--- src/rtl/cgra_cfg_sequencer.sv ---
// -----------------------------------------------------------------------------
// cgra_cfg_sequencer
//
// Context-memory sequencer driving one CGRA PE's configuration port. The host
// preloads up to DEPTH frames, each with a repeat count, while the block is
// idle. A start replays frames 0..N-1 in order, one per cycle. Each frame is
// emitted (repeat+1) times. The whole program is optionally replayed
// (loop_count+1) times.
//
// Optional feature macro: CGRA_CFG_LOOP_EN
//   defined   : loop_count is honoured (extra passes over the program)
//   undefined : loop_count is ignored and the program plays exactly once
//
// Ports
//   clk, rst_n      clock, asynchronous active-low reset
//   wr_en/wr_addr/  host write into context memory (accepted only when idle)
//   wr_frame/wr_repeat
//   num_frames      program length, sampled at start (valid range 1..DEPTH)
//   loop_count      extra passes over the program, sampled at start
//   start           begin playback (level, sampled each edge while idle)
//   abort           return to idle immediately, no done pulse
//   hold            stall playback for this cycle
//   config_frame    registered frame to the PE
//   config_valid    registered frame-valid to the PE
//   busy            high while running
//   done            one-cycle pulse on normal completion or rejected start
//   cur_idx         index of the frame currently presented
// -----------------------------------------------------------------------------
module cgra_cfg_sequencer #(
  parameter int FRAME_WIDTH = 64,
  parameter int DEPTH       = 16,
  parameter int AW          = $clog2(DEPTH),
  parameter int REP_WIDTH   = 8
) (
  input  logic                   clk,
  input  logic                   rst_n,
  input  logic                   wr_en,
  input  logic [AW-1:0]          wr_addr,
  input  logic [FRAME_WIDTH-1:0] wr_frame,
  input  logic [REP_WIDTH-1:0]   wr_repeat,
  input  logic [AW:0]            num_frames,
  input  logic [REP_WIDTH-1:0]   loop_count,
  input  logic                   start,
  input  logic                   abort,
  input  logic                   hold,
  output logic [FRAME_WIDTH-1:0] config_frame,
  output logic                   config_valid,
  output logic                   busy,
  output logic                   done,
  output logic [AW-1:0]          cur_idx
);

  typedef enum logic [0:0] {S_IDLE, S_RUN} state_t;

  localparam logic [AW:0]          DEPTH_N = (AW+1)'(DEPTH);
  localparam logic [AW:0]          ONE_N   = (AW+1)'(1);
  localparam logic [AW-1:0]        ONE_P   = AW'(1);
  localparam logic [REP_WIDTH-1:0] ONE_R   = REP_WIDTH'(1);

  // Context memory: intentionally not reset.
  logic [FRAME_WIDTH-1:0] mem_frame [DEPTH];
  logic [REP_WIDTH-1:0]   mem_rep   [DEPTH];

  state_t                 state_q, state_d;
  logic [AW-1:0]          ptr_q, ptr_d;
  logic [REP_WIDTH-1:0]   rep_q, rep_d;
  logic [AW:0]            n_q, n_d;
  // Set by the final emission; the following edge retires the run so that
  // busy and done change one cycle after the last frame.
  logic                   fin_q, fin_d;
  logic [FRAME_WIDTH-1:0] frame_q, frame_d;
  logic                   vld_q, vld_d;
  logic                   done_q, done_d;
  logic [AW-1:0]          idx_q, idx_d;

  // Emission-source view: at the start edge the counters are taken as zero,
  // so the first frame goes out on the same edge that leaves IDLE.
  logic                   running;
  logic [AW-1:0]          e_ptr;
  logic [REP_WIDTH-1:0]   e_rep;
  logic [AW:0]            e_n;
  logic                   last_pass;
  logic                   num_ok;

  // Post-emission counter values
  logic [AW-1:0]          adv_ptr;
  logic [REP_WIDTH-1:0]   adv_rep;
  logic                   adv_fin;

`ifdef CGRA_CFG_LOOP_EN
  logic [REP_WIDTH-1:0]   pass_q, pass_d;
  logic [REP_WIDTH-1:0]   l_q, l_d;
  logic [REP_WIDTH-1:0]   e_pass, e_l, adv_pass;
`else
  logic                   unused_loop;
  assign unused_loop = ^loop_count;
`endif

  assign running = (state_q == S_RUN);
  assign num_ok  = (num_frames != '0) && (num_frames <= DEPTH_N);
  assign e_ptr   = running ? ptr_q : '0;
  assign e_rep   = running ? rep_q : '0;
  assign e_n     = running ? n_q   : num_frames;

`ifdef CGRA_CFG_LOOP_EN
  assign e_pass    = running ? pass_q : '0;
  assign e_l       = running ? l_q    : loop_count;
  assign last_pass = (e_pass == e_l);
`else
  assign last_pass = 1'b1;
`endif

  always_comb begin
    adv_ptr = e_ptr;
    adv_rep = e_rep;
    adv_fin = 1'b0;
`ifdef CGRA_CFG_LOOP_EN
    adv_pass = e_pass;
`endif
    if (e_rep < mem_rep[e_ptr]) begin
      adv_rep = e_rep + ONE_R;
    end else begin
      adv_rep = '0;
      if ({1'b0, e_ptr} == (e_n - ONE_N)) begin
        adv_ptr = '0;
        if (last_pass) begin
          adv_fin = 1'b1;
        end
`ifdef CGRA_CFG_LOOP_EN
        else begin
          adv_pass = e_pass + ONE_R;
        end
`endif
      end else begin
        adv_ptr = e_ptr + ONE_P;
      end
    end
  end

  always_comb begin
    state_d = state_q;
    ptr_d   = ptr_q;
    rep_d   = rep_q;
    n_d     = n_q;
    fin_d   = fin_q;
    frame_d = frame_q;
    vld_d   = 1'b0;
    done_d  = 1'b0;
    idx_d   = idx_q;
`ifdef CGRA_CFG_LOOP_EN
    pass_d  = pass_q;
    l_d     = l_q;
`endif
    if (abort) begin
      state_d = S_IDLE;
      fin_d   = 1'b0;
    end else begin
      unique case (state_q)
        S_IDLE: begin
          if (start) begin
            if (num_ok) begin
              state_d = S_RUN;
              n_d     = num_frames;
              frame_d = mem_frame[e_ptr];
              vld_d   = 1'b1;
              idx_d   = e_ptr;
              ptr_d   = adv_ptr;
              rep_d   = adv_rep;
              fin_d   = adv_fin;
`ifdef CGRA_CFG_LOOP_EN
              l_d     = loop_count;
              pass_d  = adv_pass;
`endif
            end else begin
              done_d = 1'b1;
            end
          end
        end
        S_RUN: begin
          if (fin_q) begin
            state_d = S_IDLE;
            fin_d   = 1'b0;
            done_d  = 1'b1;
          end else if (!hold) begin
            frame_d = mem_frame[e_ptr];
            vld_d   = 1'b1;
            idx_d   = e_ptr;
            ptr_d   = adv_ptr;
            rep_d   = adv_rep;
            fin_d   = adv_fin;
`ifdef CGRA_CFG_LOOP_EN
            pass_d  = adv_pass;
`endif
          end
        end
        default: state_d = S_IDLE;
      endcase
    end
  end

  always_ff @(posedge clk or negedge rst_n) begin
    if (!rst_n) begin
      state_q <= S_IDLE;
      ptr_q   <= '0;
      rep_q   <= '0;
      n_q     <= '0;
      fin_q   <= 1'b0;
      frame_q <= '0;
      vld_q   <= 1'b0;
      done_q  <= 1'b0;
      idx_q   <= '0;
`ifdef CGRA_CFG_LOOP_EN
      pass_q  <= '0;
      l_q     <= '0;
`endif
    end else begin
      state_q <= state_d;
      ptr_q   <= ptr_d;
      rep_q   <= rep_d;
      n_q     <= n_d;
      fin_q   <= fin_d;
      frame_q <= frame_d;
      vld_q   <= vld_d;
      done_q  <= done_d;
      idx_q   <= idx_d;
`ifdef CGRA_CFG_LOOP_EN
      pass_q  <= pass_d;
      l_q     <= l_d;
`endif
    end
  end

  // Host writes land only while idle; writes during playback are dropped.
  always_ff @(posedge clk) begin
    if (wr_en && !running && ({1'b0, wr_addr} < DEPTH_N)) begin
      mem_frame[wr_addr] <= wr_frame;
      mem_rep[wr_addr]   <= wr_repeat;
    end
  end

  assign config_frame = frame_q;
  assign config_valid = vld_q;
  assign busy         = running;
  assign done         = done_q;
  assign cur_idx      = idx_q;

endmodule

--- config.mk ---
export PLATFORM = sky130hd
export DESIGN_NAME = cgra_cfg_sequencer
export DESIGN_NICKNAME = d
export VERILOG_FILES = /design/src/rtl/cgra_cfg_sequencer.sv
export SDC_FILE = /design/constraint.sdc
export NUM_CORES = 2
export LEC_CHECK = 0
export CELL_PAD_IN_SITES_DETAIL_PLACEMENT = 1
export CELL_PAD_IN_SITES_GLOBAL_PLACEMENT = 1
export CORE_ASPECT_RATIO = 0.7
export CORE_MARGIN = 10
export CORE_UTILIZATION = 47
export CTS_CLUSTER_DIAMETER = 30
export DETAILED_ROUTE_END_ITERATION = 8
export PLACE_DENSITY_LB_ADDON = 0.1
export RECOVER_POWER = 25
export SYNTH_ARGS = -nofsm -noshare
export SYNTH_HDL_FRONTEND = slang
export SYNTH_SLANG_ARGS = --single-unit
--- constraint.sdc ---
create_clock -name clk -period 6.4 [get_ports clk]
set_input_delay 1.28 -clock clk [delete_from_list [all_inputs] [get_ports clk]]
set_output_delay 1.28 -clock clk [all_outputs]
set_load 0.01 [all_outputs]
==> flow_metrics.tcl <==
set metrics [dict create \
    status "finished with violations" \
    violations "capacitance limit, slew limit" \
    synthesis.area_sq_um 49880 \
    fp.dieArea_sq_um 119800 \
    cts_root_buf "clkbuf_16" \
    synth_area_leaders "edfxtp_1, mux2i_1, dfrtp_1, mux2_2, a21oi_1" \
    startpoint "ptr_q[1]" \
    switching_share_pct 23.75 \
    initial_core_util_pct 47.60 \
    p_int_uw 16660 \
    hold_class "register to register" \
    slew_violations 51 \
    wl_per_cell_um 28.74 \
    synth.most_common_cell "edfxtp_1" \
    combPwrFrac_pct 7.2 \
    grt_setup_unrepaired "no" \
    first_iter_violations 2317 \
    synth_flop_cell "edfxtp_1" \
    leakage_uw 0.02021 \
    fillerInstances 9683 \
    cts_buffers 195 \
    seqPwrFrac_pct 42.7 \
    avgSynthCellArea_sq_um 15.06 \
    ioPinCount 166 \
    r2r_end "ptr_q[2]" \
    antenna_found_initial 18 \
    tns_ns 0 \
    grt_start_max_net_pins 137 \
    cp.required_ns 7.07 \
    ant_nets 0 \
    vias_per_cell 5.957 \
    ys_ff_latch 1241 \
    synth.largest_area_cell "edfxtp_1" \
    r2r_slack_ns 1.79 \
    synth-edff-count 1152 \
    r2r_cells 10 \
    max_slew_margin_pct -155.3 \
    pwr-share-clk_pct 50.1 \
    htreeDepth 4 \
    holdBufCountCts 0 \
    arrival_ns 5.28 \
    syn-num-nets 3418 \
    multi_input_comb_area_sq_um 12220 \
    crit_type "register to register" \
    num_vias 30369 \
    syn_inst 3313 \
    drt_first_pass_iters 5 \
    finalCriticalPeriod_ns 4.614 \
    port_buffers 157 \
    critPathMaxFanout 73 \
    yosysWarnings 0 \
    ys_types 66 \
    dp_hpwl_mm 70.80 \
    grt_pass1_vias 32942 \
    grt_pass1_wl_mm 217.0 \
    coreArea_sq_um 104800 \
    clkLatencyLatePin_ns 0.79 \
    rr_startpoint "ptr_q[1]" \
    rows 99 \
    endpoint_kind "register" \
    cap_violations 1 \
    worst_slew_pin_slew_ns 3.829 \
    timing.fmax_ghz 0.2167 \
    ir_drop_mv 0.2495 \
    hold_viol_final 0 \
    drc 0 \
    post_cts_buffers 0 \
    synthTopCellsByCount "edfxtp_1, a21oi_1, o21ai_0" \
    synth_top_area_share_pct 69.35 \
    start_kind "register" \
    final_cells 5098 \
    numClockSinks 1241 \
    synth-async-reset-ratio_pct 7.172 \
    finalWirelength_mm 146.5 \
    dp.cells 4719 \
    hold_slack_ns 0.4979 \
    clk_pin_slew_worst_paths_ns 0.05 \
    gp_congestion 0.7520 \
    die-height_um 292.6 \
    finalSetupViolations 0 \
    finish.net_count 3607 \
    track_usage_pct 24.04 \
    drive_above_1_share_pct 17.36 \
    overflow 0 \
    max-clock-path-buffers 3 \
    period_share_pct 72.09 \
    yosysSeqAreaShare_pct 73.81 \
    area_growth_pct 20.12 \
    cts_tree "yes" \
    p_per_area_nw_per_um2 364.7 \
    p_switching_uw 5191 \
    postCtsResizedCells 0 \
    cp-endpoint "ptr_q[2]" \
    regArea_sq_um 36840 \
    die_w_um 409.4 \
    fin_worst_skew_ns 0.02354 \
]
-- metrics by stage --
step / util, % / worst slack (ns) / instance area (sq um) / power (uW)
2_1_floorplan: - / 1.027 / 49900 / 10200
3_3_place_gp: 50.62 / 1.937 / 53050 / 11000
3_5_place_dp: 50.62 / 1.825 / 53050 / 11060
4_1_cts: 57.17 / 1.786 / 59910 / 22030
5_1_grt: 57.17 / 1.414 / 59910 / 22550
6_report: 57.18 / 1.786 / 59920 / 21850
-- registers in the layout, indices dropped and copies added (netlist names) --
| signal | count |
|---|---|
| config_valid | 1 |
| mem_frame | 1024 |
| done | 1 |
| mem_rep | 128 |
| rep_q | 8 |
| ptr_q | 4 |
| busy | 1 |
| cur_idx | 4 |
| n_q | 5 |
| fin_q | 1 |
| config_frame | 64 |
-- layout by cell type, fill, tap and decap left out, types with 70 or more instances in the layout --
master / netlist / final
edfxtp_1: 1152 / 1152
a21oi_1: 402 / 402
o21ai_0: 276 / 276
mux2i_1: 238 / 238
nand2_1: 225 / 223
clkbuf_16: 0 / 198
mux2_2: 197 / 197
clkdlybuf4s50_1: 0 / 115
nor2_1: 100 / 88
dfrtp_1: 89 / 84
nand3_1: 70 / 70
-- cell families (layout without fill, tap and decap cells) --
logic type / after synthesis / count (layout) / synth area share, %
compound gates: 871 / 871 / 9.732
xor+xnor: 8 / 8 / 0.1405
fa+ha+maj: 10 / 10 / 0.2508
buf+inv: 229 / 592 / 2.024
flops: 1241 / 1241 / 73.81
mux: 438 / 438 / 9.328
other cells: 0 / 8 / 0
simple gates: 516 / 516 / 4.713
-- layout make-up --
type	instances	share of cell area [%]
diodes	8	0.03341
clock buffers	227	8.551
clock inverters	144	2.896
inverters	7	0.05638
multi-input cells	1843	20.39
flip-flops and latches	1241	61.48
well taps	1414	2.953
repair buffers	214	3.640
-- power by group through the flow --
stage                     clock network, uW  logic [uW]  registers, uW
after floorplan                           0         800           9400
after global placement                    0        1530           9470
after detailed placement                  0        1570           9490
after CTS                             11100        1590           9330
after global routing                  11500        1710           9340
final                                 11000        1570           9320
-- worst min-delay path by stage --
stage | from | end | slack, ns | depth (start not counted)
finish | rep_q[7] | rep_q[7] | 0.50 | 2
global route | n_q[1] | n_q[1] | 0.53 | 1
global placement | rep_q[7] | rep_q[7] | 0.46 | 2
CTS | rep_q[7] | rep_q[7] | 0.50 | 2
floorplan | rep_q[7] | rep_q[7] | 0.44 | 2
detailed placement | rep_q[5] | rep_q[5] | 0.50 | 2
-- metal layers --
metal | track usage [%] | vias to the layer above | part of all wire [%]
met2 | 39.63 | 893 | 49
met1 | 32.25 | 15994 | 44
met3 | 3.886 | 284 | 5.2
met4 | 8.584 | 8 | 2.6
met5 | 0 | - | 0.042
li1 | - | 13190 | -
-- worst max-delay path, cell delays in order (launching register included) --
cell	delay, ns
dfrtp_4	0.91
buf_4	0.79
a221oi_1	0.25
o32ai_1	0.58
ha_1	0.33
nand4_1	0.11
nor2_1	0.07
a2111oi_2	0.48
a31oi_4	0.27
and4b_2	0.33
a311o_1	0.31
Note: power is estimated with default switching activity, not from simulation.
